<file path="src/rtl/cam_table.sv">
// cam_table: content-addressable key table with per-entry valid bits.
// Insert (dedup / lowest free / round-robin victim), invalidate, registered search.
module cam_table #(
    parameter int WIDTH = 3,
    parameter int DEPTH = 4,
    parameter int IDX_W = $clog2(DEPTH),
    parameter int CNT_W = $clog2(DEPTH + 1)
) (
    input  logic             clk,
    input  logic             rst,
    input  logic             wr_en_i,
    input  logic [WIDTH-1:0] wr_key_i,
    input  logic             inv_en_i,
    input  logic [IDX_W-1:0] inv_idx_i,
    input  logic             srch_en_i,
    input  logic [WIDTH-1:0] srch_key_i,
    output logic             match_vld_o,
    output logic             match_o,
    output logic [DEPTH-1:0] match_vec_o,
    output logic [IDX_W-1:0] match_idx_o,
    output logic [IDX_W-1:0] wr_idx_o,
    output logic [CNT_W-1:0] count_o,
    output logic             full_o
);

    logic [WIDTH-1:0] r_key [DEPTH];
    logic [DEPTH-1:0] r_valid;
    logic [IDX_W-1:0] r_victim;
    logic [CNT_W-1:0] r_count;
    logic             r_full;
    logic             r_match_vld;
    logic             r_match;
    logic [DEPTH-1:0] r_match_vec;
    logic [IDX_W-1:0] r_match_idx;
    logic [IDX_W-1:0] r_wr_idx;

    logic [DEPTH-1:0] w_srch_vec;
    logic [IDX_W-1:0] w_srch_idx;
    logic [DEPTH-1:0] w_wr_hit;
    logic [IDX_W-1:0] w_wr_hit_idx;
    logic [IDX_W-1:0] w_free_idx;
    logic             w_wr_hit_any;
    logic             w_free_any;
    logic [IDX_W-1:0] w_wr_tgt;
    logic             w_wr_store;
    logic             w_evict;
    logic [DEPTH-1:0] w_valid_nxt;
    logic [CNT_W-1:0] w_cnt_nxt;

    // Per-entry compare of both keys against pre-edge valid contents
    always_comb begin
        w_srch_vec = '0;
        w_wr_hit   = '0;
        for (int i = 0; i < DEPTH; i++) begin
            w_srch_vec[i] = r_valid[i] && (r_key[i] == srch_key_i);
            w_wr_hit[i]   = r_valid[i] && (r_key[i] == wr_key_i);
        end
    end

    // Lowest-index priority encoders for search hit, insert hit and free slot
    always_comb begin
        w_srch_idx   = '0;
        w_wr_hit_idx = '0;
        w_free_idx   = '0;
        for (int i = DEPTH - 1; i >= 0; i--) begin
            if (w_srch_vec[i]) w_srch_idx = IDX_W'(i);
            if (w_wr_hit[i])   w_wr_hit_idx = IDX_W'(i);
            if (!r_valid[i])   w_free_idx = IDX_W'(i);
        end
    end

    assign w_wr_hit_any = |w_wr_hit;
    assign w_free_any   = ~&r_valid;

    // Insert target: existing copy, else lowest free entry, else victim
    always_comb begin
        w_wr_tgt = r_victim;
        if (w_wr_hit_any)    w_wr_tgt = w_wr_hit_idx;
        else if (w_free_any) w_wr_tgt = w_free_idx;
    end

    assign w_wr_store = wr_en_i && !w_wr_hit_any;
    assign w_evict    = w_wr_store && !w_free_any;

    // Next valid bits: invalidate first, insert sets last so it wins a tie
    always_comb begin
        w_valid_nxt = r_valid;
        if (inv_en_i) w_valid_nxt[inv_idx_i] = 1'b0;
        if (wr_en_i)  w_valid_nxt[w_wr_tgt] = 1'b1;
    end

    // Population count of the next valid vector
    always_comb begin
        w_cnt_nxt = '0;
        for (int i = 0; i < DEPTH; i++) begin
            w_cnt_nxt = w_cnt_nxt + CNT_W'(w_valid_nxt[i]);
        end
    end

    // Table storage, victim pointer and occupancy
    always_ff @(posedge clk) begin
        if (rst) begin
            for (int i = 0; i < DEPTH; i++) r_key[i] <= '0;
            r_valid  <= '0;
            r_victim <= '0;
            r_count  <= '0;
            r_full   <= 1'b0;
            r_wr_idx <= '0;
        end else begin
            if (w_wr_store) r_key[w_wr_tgt] <= wr_key_i;
            if (w_evict)    r_victim <= r_victim + IDX_W'(1);
            if (wr_en_i)    r_wr_idx <= w_wr_tgt;
            r_valid <= w_valid_nxt;
            r_count <= w_cnt_nxt;
            r_full  <= (w_cnt_nxt == CNT_W'(DEPTH));
        end
    end

    // Registered search result, held between searches
    always_ff @(posedge clk) begin
        if (rst) begin
            r_match_vld <= 1'b0;
            r_match     <= 1'b0;
            r_match_vec <= '0;
            r_match_idx <= '0;
        end else begin
            r_match_vld <= srch_en_i;
            if (srch_en_i) begin
                r_match     <= |w_srch_vec;
                r_match_vec <= w_srch_vec;
                r_match_idx <= w_srch_idx;
            end
        end
    end

    assign match_vld_o = r_match_vld;
    assign match_o     = r_match;
    assign match_vec_o = r_match_vec;
    assign match_idx_o = r_match_idx;
    assign wr_idx_o    = r_wr_idx;
    assign count_o     = r_count;
    assign full_o      = r_full;

endmodule
</file>
<file path="config.mk">
export PLATFORM = sky130hd
export DESIGN_NAME = cam_table
export DESIGN_NICKNAME = d
export VERILOG_FILES = /design/src/rtl/cam_table.sv
export SDC_FILE = /design/constraint.sdc
export NUM_CORES = 1
export LEC_CHECK = 0
export CORE_MARGIN = 2
export CORE_UTILIZATION = 55
export CTS_BUF_LIST = sky130_fd_sc_hd__clkbuf_4 sky130_fd_sc_hd__clkbuf_8
export CTS_CLUSTER_SIZE = 25
export DETAILED_ROUTE_END_ITERATION = 7
export GPL_ROUTABILITY_DRIVEN = 0
export PLACE_DENSITY = 0.81
export SLEW_MARGIN = 20
export SYNTH_ARGS = -nofsm -noshare
export SYNTH_HDL_FRONTEND = slang
export SYNTH_SLANG_ARGS = --single-unit
</file>
<file path="constraint.sdc">
create_clock -name clk -period 3.26 [get_ports clk]
set_clock_uncertainty 0.1 [all_clocks]
set_input_delay 0.652 -clock clk [delete_from_list [all_inputs] [get_ports clk]]
set_output_delay 0.652 -clock clk [all_outputs]
set_load 0.1 [all_outputs]
</file>
After elaboration in Yosys (flattened, before gate mapping)
Memory sizes are Yosys's and may differ from the RTL's.
Cells that the tools add are included.
Cells by class
  eq/ne operators: 9
  bitwise gates (word level): 3
  multiplexer cells: 28
  reduce and logical (&&, ||, !) cells: 17
  add/sub/neg operators: 4
  magnitude comparators: 4
Operators with widths (number)
  $mux 2: 15
  $eq 3x3->1: 8
  $logic_and 1x1->1: 12
  $mux 1: 8
  $mux 4: 2
  $reduce_or 4->1: 2
  $lt 2x3->1 const B: 2
  $and 4x4->4: 1
  $demux 1 s2: 2
  $ge 2x1->1 const B: 2
  $not 4->4: 1
  $or 4x4->4: 1
  $reduce_and 4->1: 1
  $add 2x1->3: 1
  $add 3x1->3: 1
  $eq 3x3->1 const B: 1
  $mux 3: 1
  $reduce_or 3->1: 1
  $add 1x1->2: 1
  $add 2x1->2 const B: 1
  $logic_not 1->1: 1
Word-level totals
  bits of input ports: 13
  bits in writable memories: 12
  output and inout bits: 14
  memories kept: 1
  flip-flop bits (word level): 20
  word-level logic and storage cells: 75
Memory list
  r_key: words 4, width 3, rd ports 4, clocked after memory_dff 0, wr ports 4, line 26  | logic [WIDTH-1:0] r_key [DEPTH];

Logic depth before layout (Yosys ltp)
Gate-level depths: netlist (run 1).
  depth in word-level cells: 17
  depth in mapped cells: 13
  gate-level depth less buffers: 11

Worst setup path after synthesis (run 1)
Ideal clock, no wire load.
  path type: input-to-reg
  from: input port wr_key_i[1]
  to: register r_full, in the netlist full_o
  buffers on the path: 2
  slack: 0.287 ns
  data arrival time: 2.793 ns
  cell stages on the path: 13
  library setup time: 0.080 ns
  required time: 3.080 ns
  cell sequence: buf_6 xnor2_1 nand4_1 nand2b_1 and3_1 buf_6 a22oi_1 fa_1 inv_1 ha_1 ha_1 nor2b_1 nor3b_1
On the way
  longest elaborated chain between the ends: 17
  elaborated cells between the ends (all ways): 25
  classes of those cells: add/sub: 3; order compare: 2; eq/ne: 5; mux: 8; bitwise: 1; reduce/logical: 6
Ends and longest elaborated chain
  start, declared: line 12  | input logic [WIDTH-1:0] wr_key_i,
  $eq 3x3->1: line 56  | w_wr_hit[i] = r_valid[i] && (r_key[i] == wr_key_i);
  $logic_and 1x1->1: line 56
  $mux 2 (4 in series): line 67  | if (w_wr_hit[i]) w_wr_hit_idx = IDX_W'(i);
  $mux 2 *: line 78  | if (w_wr_hit_any) w_wr_tgt = w_wr_hit_idx;
  $lt 2x3->1 (implied by the code) / $ge 2x1->1 (equally long branches): line 89  | if (wr_en_i) w_valid_nxt[w_wr_tgt] = 1'b1;
  $logic_and 1x1->1 (implied by the code): line 89
  $mux 1 (implied by the code): line 89
  $demux 1 s2 *: line 89
  $or 4x4->4 (no line) *
  $mux 4 *: line 89
  $add 1x1->2: line 96  | w_cnt_nxt = w_cnt_nxt + CNT_W'(w_valid_nxt[i]);
  $add 2x1->3: line 96
  $add 3x1->3 *: line 96
  named net w_cnt_nxt[2]: line 48  | logic [CNT_W-1:0] w_cnt_nxt;
  $eq 3x3->1 *: line 115  | r_full <= (w_cnt_nxt == CNT_W'(DEPTH));
  end signal, assigned: line 115
  end, declared: line 30  | logic r_full;
The timed path passes the listed nets; every way through them passes the cells marked *.
A chain may end at the register's enable or synchronous reset.

Worst setup path after layout (run 1)
  from: input port wr_key_i[0]
  to: register r_full, in the netlist full_o
Same word-level chain as after synthesis.

==> qor.txt, run 1 <==
Setup violators final = 0
Avg Inst Size Synth = 10.2 um2
Post-Layout Cell Count = 240
H-tree depth = 2
Pwr dens = 419 nW/um2
Gr usage total = 0.209
First-pass GRT wire length = 5480 um
Final slew viol count = 0
Ports = 27
Hold Crit Start = match_idx_o[0]$_SDFFE_PP0P_
FF+latch count, synth = 32
Antenna Cells = 0
RSZ-0062 raised after global routing = no
Setup slack, reg-to-reg = 520 ps
Final hold slack = 381 ps
Synthesized instance count = 169
Initial Util = 0.573
Drt via density = 5.57
Sequential area share after synthesis = 0.443
# DRC = 0
Cts bufs inserted = 5
Die ar. = 3590 um2
Longest Clk Path Bufs = 2
Clock Latency Late Sink = 340 ps
Clock slew at reported path FFs = 90 ps
Post-CTS Repair Setup Buffers = 0
Outcome = complete, no violations
Hold Crit Class = reg2reg
Final Hold Vio Count = 0
Arr. time, crit path = 3120 ps
Reg-to-reg startpoint = r_key[1][2]$_SDFFCE_PN0P_
Vias in the first global route = 1253
Setup crit start = wr_key_i[0]
Placed instance area = 2010 um2
Die Width = 59.9 um
Post-Place Cells = 232
Starting DRT DRC Count = 61
Crit Reg-Reg Endpoint = full_o$_SDFF_PP0_
Die H = 59.9 um
GR Overflow Total = 0
Port-buffer cells = 26
R2R depth = 10
WP data required = 3410 ps
Layout cells sized above 1 = 0.208
DR top layer = met4
CTS tree = done
WL met1 = 1450 um
VDD IR max = 250 uV
Largest net degree at the start of global routing = 23
Final core utilization = 0.693
Vias = 1336
Mapped cell area = 1720 um2
Slew at the pin closest to its max-slew limit = 512 ps
CP Max Fanout = 5
Root Driver = clkbuf_4
Area Growth Syn to Fin = 21.1%
Leak = 0.862 nW
WS Path Type = in2reg
Fill count = 229
Post-route design area = 2080 um2
Total power = 872 uW
Max cap viols = 0
Post-CTS Hold Fix Bufs = 0
WL per Instance = 14.0 um
Critical path startpoint category = input pin
CP Capture Type = flop
Clk sinks = 32
Most frequent cells in the layout = buf_4 (26), dfxtp_1 (20), xnor2_1 (16), nor2_1 (16), edfxtp_1 (12)
Final Critical Period = 2970 ps
CORE AREA = 3000 um2
DRT Wirelength = 3360 um
Final Net Count = 222
Worst-case hold path end point = match_idx_o[0]$_SDFFE_PP0P_
Antenna violations before repair = 0
Commonest non-fill, non-tap cell in the layout = buf_4
DR WL met2 = 1710 um
Fmax achieved = 336 MHz
YS warnings = 0
Tcrit/Tclk final = 0.912
Metal3 WL = 133 um
Synth unique cells = 42
Antenna viol nets, final = 0
Cell row count = 20
Pre-Repair DR Iteration Count = 4
Slew margin rel. = 0.655
Min-Delay Path Depth = 2
DP Wirelength = 2600 um
Syn_nets = 185
## state kept, by name, summed over array words and instances (netlist names)
signal / count
full_o: 1
match_vec_o: 4
count_o: 3
r_valid: 4
match_vld_o: 1
match_idx_o: 2
match_o: 1
r_key: 12
wr_idx_o: 2
r_victim: 2
## timing repair
item                                   in CTS  in global routing
gates cloned                                0                  0
endpoints found under the hold margin       0                  0
setup endpoints to repair                   1                  2
pin swaps                                   0                  0
resized for setup                           1                  4
## through the flow
stage | setup slack (ps) | TNS (ps)
floorplan | 287 | 0
global placement | -240 | -644
detailed placement | -347 | -982
CTS | 3.68 | 0
global route | 84.5 | 0
finish | 287 | 0
## power by group
part / switching, mW / internal, mW
clock network: 0.126 / 0.101
registers: 0.0155 / 0.435
logic: 0.118 / 0.0774
total: 0.259 / 0.613
## Yosys cell counts (all sizes together)
cell | number | area [um2]
and3b | 2 | 17.5
and2 | 12 | 76.3
and3 | 2 | 17.5
o21ai | 4 | 20.0
a31o | 1 | 8.76
xor2 | 9 | 78.8
nor3b | 1 | 7.51
o211ai | 1 | 7.51
o211a | 1 | 10.0
buf | 5 | 56.3
nor2 | 16 | 60.1
or3b | 1 | 8.76
o41ai | 1 | 16.3
o31ai | 1 | 7.51
nand3 | 3 | 15.0
o2bb2ai | 1 | 8.76
a32oi | 1 | 8.76
nand2 | 10 | 40.0
nand4 | 4 | 25.0
inv | 4 | 15.0
clkbuf | 3 | 11.3
a22oi | 2 | 15.0
a311oi | 1 | 8.76
xnor2 | 16 | 140
nor4 | 2 | 27.5
or2 | 2 | 12.5
a21boi | 1 | 7.51
mux2i | 5 | 50.1
a21oi | 4 | 20.0
fa | 1 | 20.0
ha | 2 | 25.0
dfxtp | 20 | 400
nand3b | 2 | 15.0
nor2b | 6 | 37.5
nor3 | 4 | 25.0
edfxtp | 12 | 360
nand2b | 6 | 37.5
## critical path: stages
cell and delay (ps):
dlygate4sd2_1 370, xnor2_1 160, nand4_1 190, o211ai_1 160, and3_1 260, a32oi_2 150, fa_1 490, inv_1 40
ha_1 180, ha_1 280, nor3b_1 190
## layout make-up
| cell class | count | area (um2) | area share |
|---|---|---|---|
| well taps | 33 | 41.3 | 0.0198 |
| repair buffers | 38 | 319 | 0.153 |
| clock inverters | 1 | 5.00 | 0.00240 |
| inverters | 4 | 15.0 | 0.00721 |
| flip-flops and latches | 32 | 761 | 0.365 |
| clock buffers | 7 | 52.6 | 0.0252 |
| multi-input cells | 125 | 888 | 0.427 |
## per-layer routing
metal | GRT usage | vias up
met1 | 0.245 | 647
met2 | 0.349 | 32
met4 | 0.0857 | 0
met3 | 0.0714 | 8
met5 | 0 | -
li1 | - | 649
## worst max path at each step
stage | to | slack, ps
6_report | full_o$_SDFF_PP0_ | 290
5_1_grt | full_o$_SDFF_PP0_ | 80
4_1_cts | full_o$_SDFF_PP0_ | 4
3_5_place_dp | full_o$_SDFF_PP0_ | -350
3_3_place_gp | full_o$_SDFF_PP0_ | -240
2_1_floorplan | full_o$_SDFF_PP0_ | 290
## cells by family (layout without fill, tap and decap cells)
group,after synthesis,after routing,share of synthesized area
muxes,5,5,0.0291
AOI/OAI and AO/OA,19,19,0.0808
DFF,32,32,0.443
xor gates and xnor gates,25,25,0.127
buffers and inverters,12,50,0.0480
adders and majority gates,3,3,0.0262
and+or+nand+nor,73,73,0.246
No activity file was read; power rests on OpenSTA's default activity.
==> inputs of run 2 (changes only) <==
CORE_MARGIN = default   (was 2)
CORE_UTILIZATION = 50   (was 55)
PLACE_DENSITY = 0.78   (was 0.81)
SLEW_MARGIN = default   (was 20)
clock period = 2.65 ns   (was 3.26 ns; I/O delays follow)
==> run 2 against run 1 <==
Against the previous run: the flow now finishes with violations (negative setup slack); hold slack got worse by 2.1 ps; register-to-register slack got worse by 770 ps; critical path depth increased by 1; clock power increased by 26%; combinational power increased by 66%; first-iteration DRC count decreased by 25%; via count increased by 16%; design area increased by 19%; non-clock buffer count increased by 36; global-route usage increased by 4.5 points; sequential share of layout area decreased by 5.9 points; count of clock-buffer cells in the layout unchanged; critical path type is now reg2reg; largest power group unchanged.
==> qor.txt, run 2 (synthesis results as in run 1) <==
Outcome = complete, but fails checks
Failing checks = negative setup slack
Fill count = 203
Die H = 60.6 um
First-pass GRT wire length = 6560 um
# DRC = 0
Die ar. = 3680 um2
Critical-path cell list = xnor2_1, nand4_1, o211ai_1, buf_4, nand3_4, a22oi_2, fa_1, inv_2, ha_4, ha_4, nor2b_4, nor3b_2
Drt via density = 5.40
Longest Clk Path Bufs = 2
Top delay family on crit path = adder cells
Setup ws final = -251 ps
Initial Util = 0.545
WP data required = 2820 ps
Leak = 1.05 nW
Vias in the first global route = 1459
Commonest non-fill, non-tap cell in the layout = buf_4
Root Driver = clkbuf_4
Antenna violations before repair = 0
Antenna Cells = 0
Crit path buf inv count = 2
Hold Crit Class = reg2reg
Total power = 1.16 mW
CP Max Fanout = 3
Ports = 27
Most frequent CP cell = ha_4
Vias = 1549
Critical path startpoint category = flop
Starting DRT DRC Count = 46
Tcrit/Tclk final = 1.09
DP Wirelength = 3000 um
Most frequent cells in the layout = buf_4 (61), dfxtp_1 (20), xnor2_1 (15), nor2_1 (15), edfxtp_1 (12)
Final Net Count = 258
Final Critical Period = 2900 ps
WS Path Type = reg2reg
Clk sinks = 32
Antenna viol nets, final = 0
Crit path largest cell delay = 470 ps
Final hold slack = 379 ps
Gr usage total = 0.255
Pwr dens = 468 nW/um2
Clock slew at reported path FFs = 90 ps
DRT Wirelength = 4720 um
Arr. time, crit path = 3070 ps
Largest reg by FF count = r_key
Pre-Repair DR Iteration Count = 6
Port-buffer cells = 26
Slowest cell on the critical path = fa_1
Final Hold Vio Count = 0
RSZ-0062 raised after global routing = yes
Fmax achieved = 345 MHz
CP Capture Type = flop
Slew margin rel. = 0.680
Max cap viols = 0
Cts bufs inserted = 5
Final slew viol count = 0
CORE AREA = 3150 um2
Clock Latency Late Sink = 340 ps
Die Width = 60.6 um
Cell row count = 20
Layout cells sized above 1 = 0.391
Slew at the pin closest to its max-slew limit = 476 ps
Max reg flops = 12
WL per Instance = 16.4 um
CTS tree = done
VDD IR max = 309 uV
Largest net degree at the start of global routing = 23
GR Overflow Total = 0
Setup violators final = 4
H-tree depth = 2
Area Growth Syn to Fin = 44.5%
-- run 2: repair_timing --
item / 4_1_cts / 5_1_grt
buffers inserted: 8 / 8
endpoints found under the setup margin: 4 / 4
resized for setup: 22 / 9
hold buffers: 0 / 0
pin swaps: 12 / 12
-- run 2: tightest hold or removal path, delay by kind of cell, from the launching register on --
| kind | cells | cell delay [ps] |
|---|---|---|
| AND/OR/NAND/NOR | 1 | 70 |
| flip-flops | 1 | 320 |
| AO/OA/AOI/OAI | 1 | 60 |
-- run 2: worst paths after layout --
kind	to	slack (ps)	cells after the start	from
worst max-delay path	full_o$_SDFF_PP0_	-250	12	r_key[1][1]$_SDFFCE_PN0P_
worst min-delay path	match_idx_o[1]$_SDFFE_PP0P_	380	2	match_idx_o[1]$_SDFFE_PP0P_
worst max register to register	full_o$_SDFF_PP0_	-250	12	r_key[1][1]$_SDFFCE_PN0P_
worst min register to register	match_idx_o[1]$_SDFFE_PP0P_	380	2	match_idx_o[1]$_SDFFE_PP0P_
-- run 2: metal layers --
metal  part of all wire  global-route usage  wire length (um)
met1               0.38               0.277              1810
met2               0.53               0.462              2500
met3              0.046              0.0661               219
met4              0.040               0.117               191
met5                  0                   0                 0
-- run 2: metrics by stage --
step	instance area (um2)	std cells	setup slack (ps)	TNS [ps]	util
after floorplan	1740	169	-164	-365	-
after global placement	2190	263	-697	-5250	0.695
after detailed placement	2190	263	-801	-7080	0.695
after CTS	2360	279	-41.4	-57.1	0.747
after global routing	2480	287	-315	-961	0.788
final	2480	287	-251	-774	0.788
-- run 2: report_power, final --
part	internal, mW	switching, mW
sequential	0.535	0.0192
combinational	0.142	0.183
clock	0.124	0.161
total	0.800	0.363
-- run 2: cell type report --
type / count / area, um2 / share of cell area
clock inverters: 1 / 5.00 / 0.00201
clock buffers: 7 / 52.6 / 0.0211
repair buffers: 74 / 583 / 0.235
well taps: 44 / 55.1 / 0.0222
inverters: 4 / 15.0 / 0.00604
flip-flops and latches: 32 / 761 / 0.306
multi-input cells: 125 / 1010 / 0.408
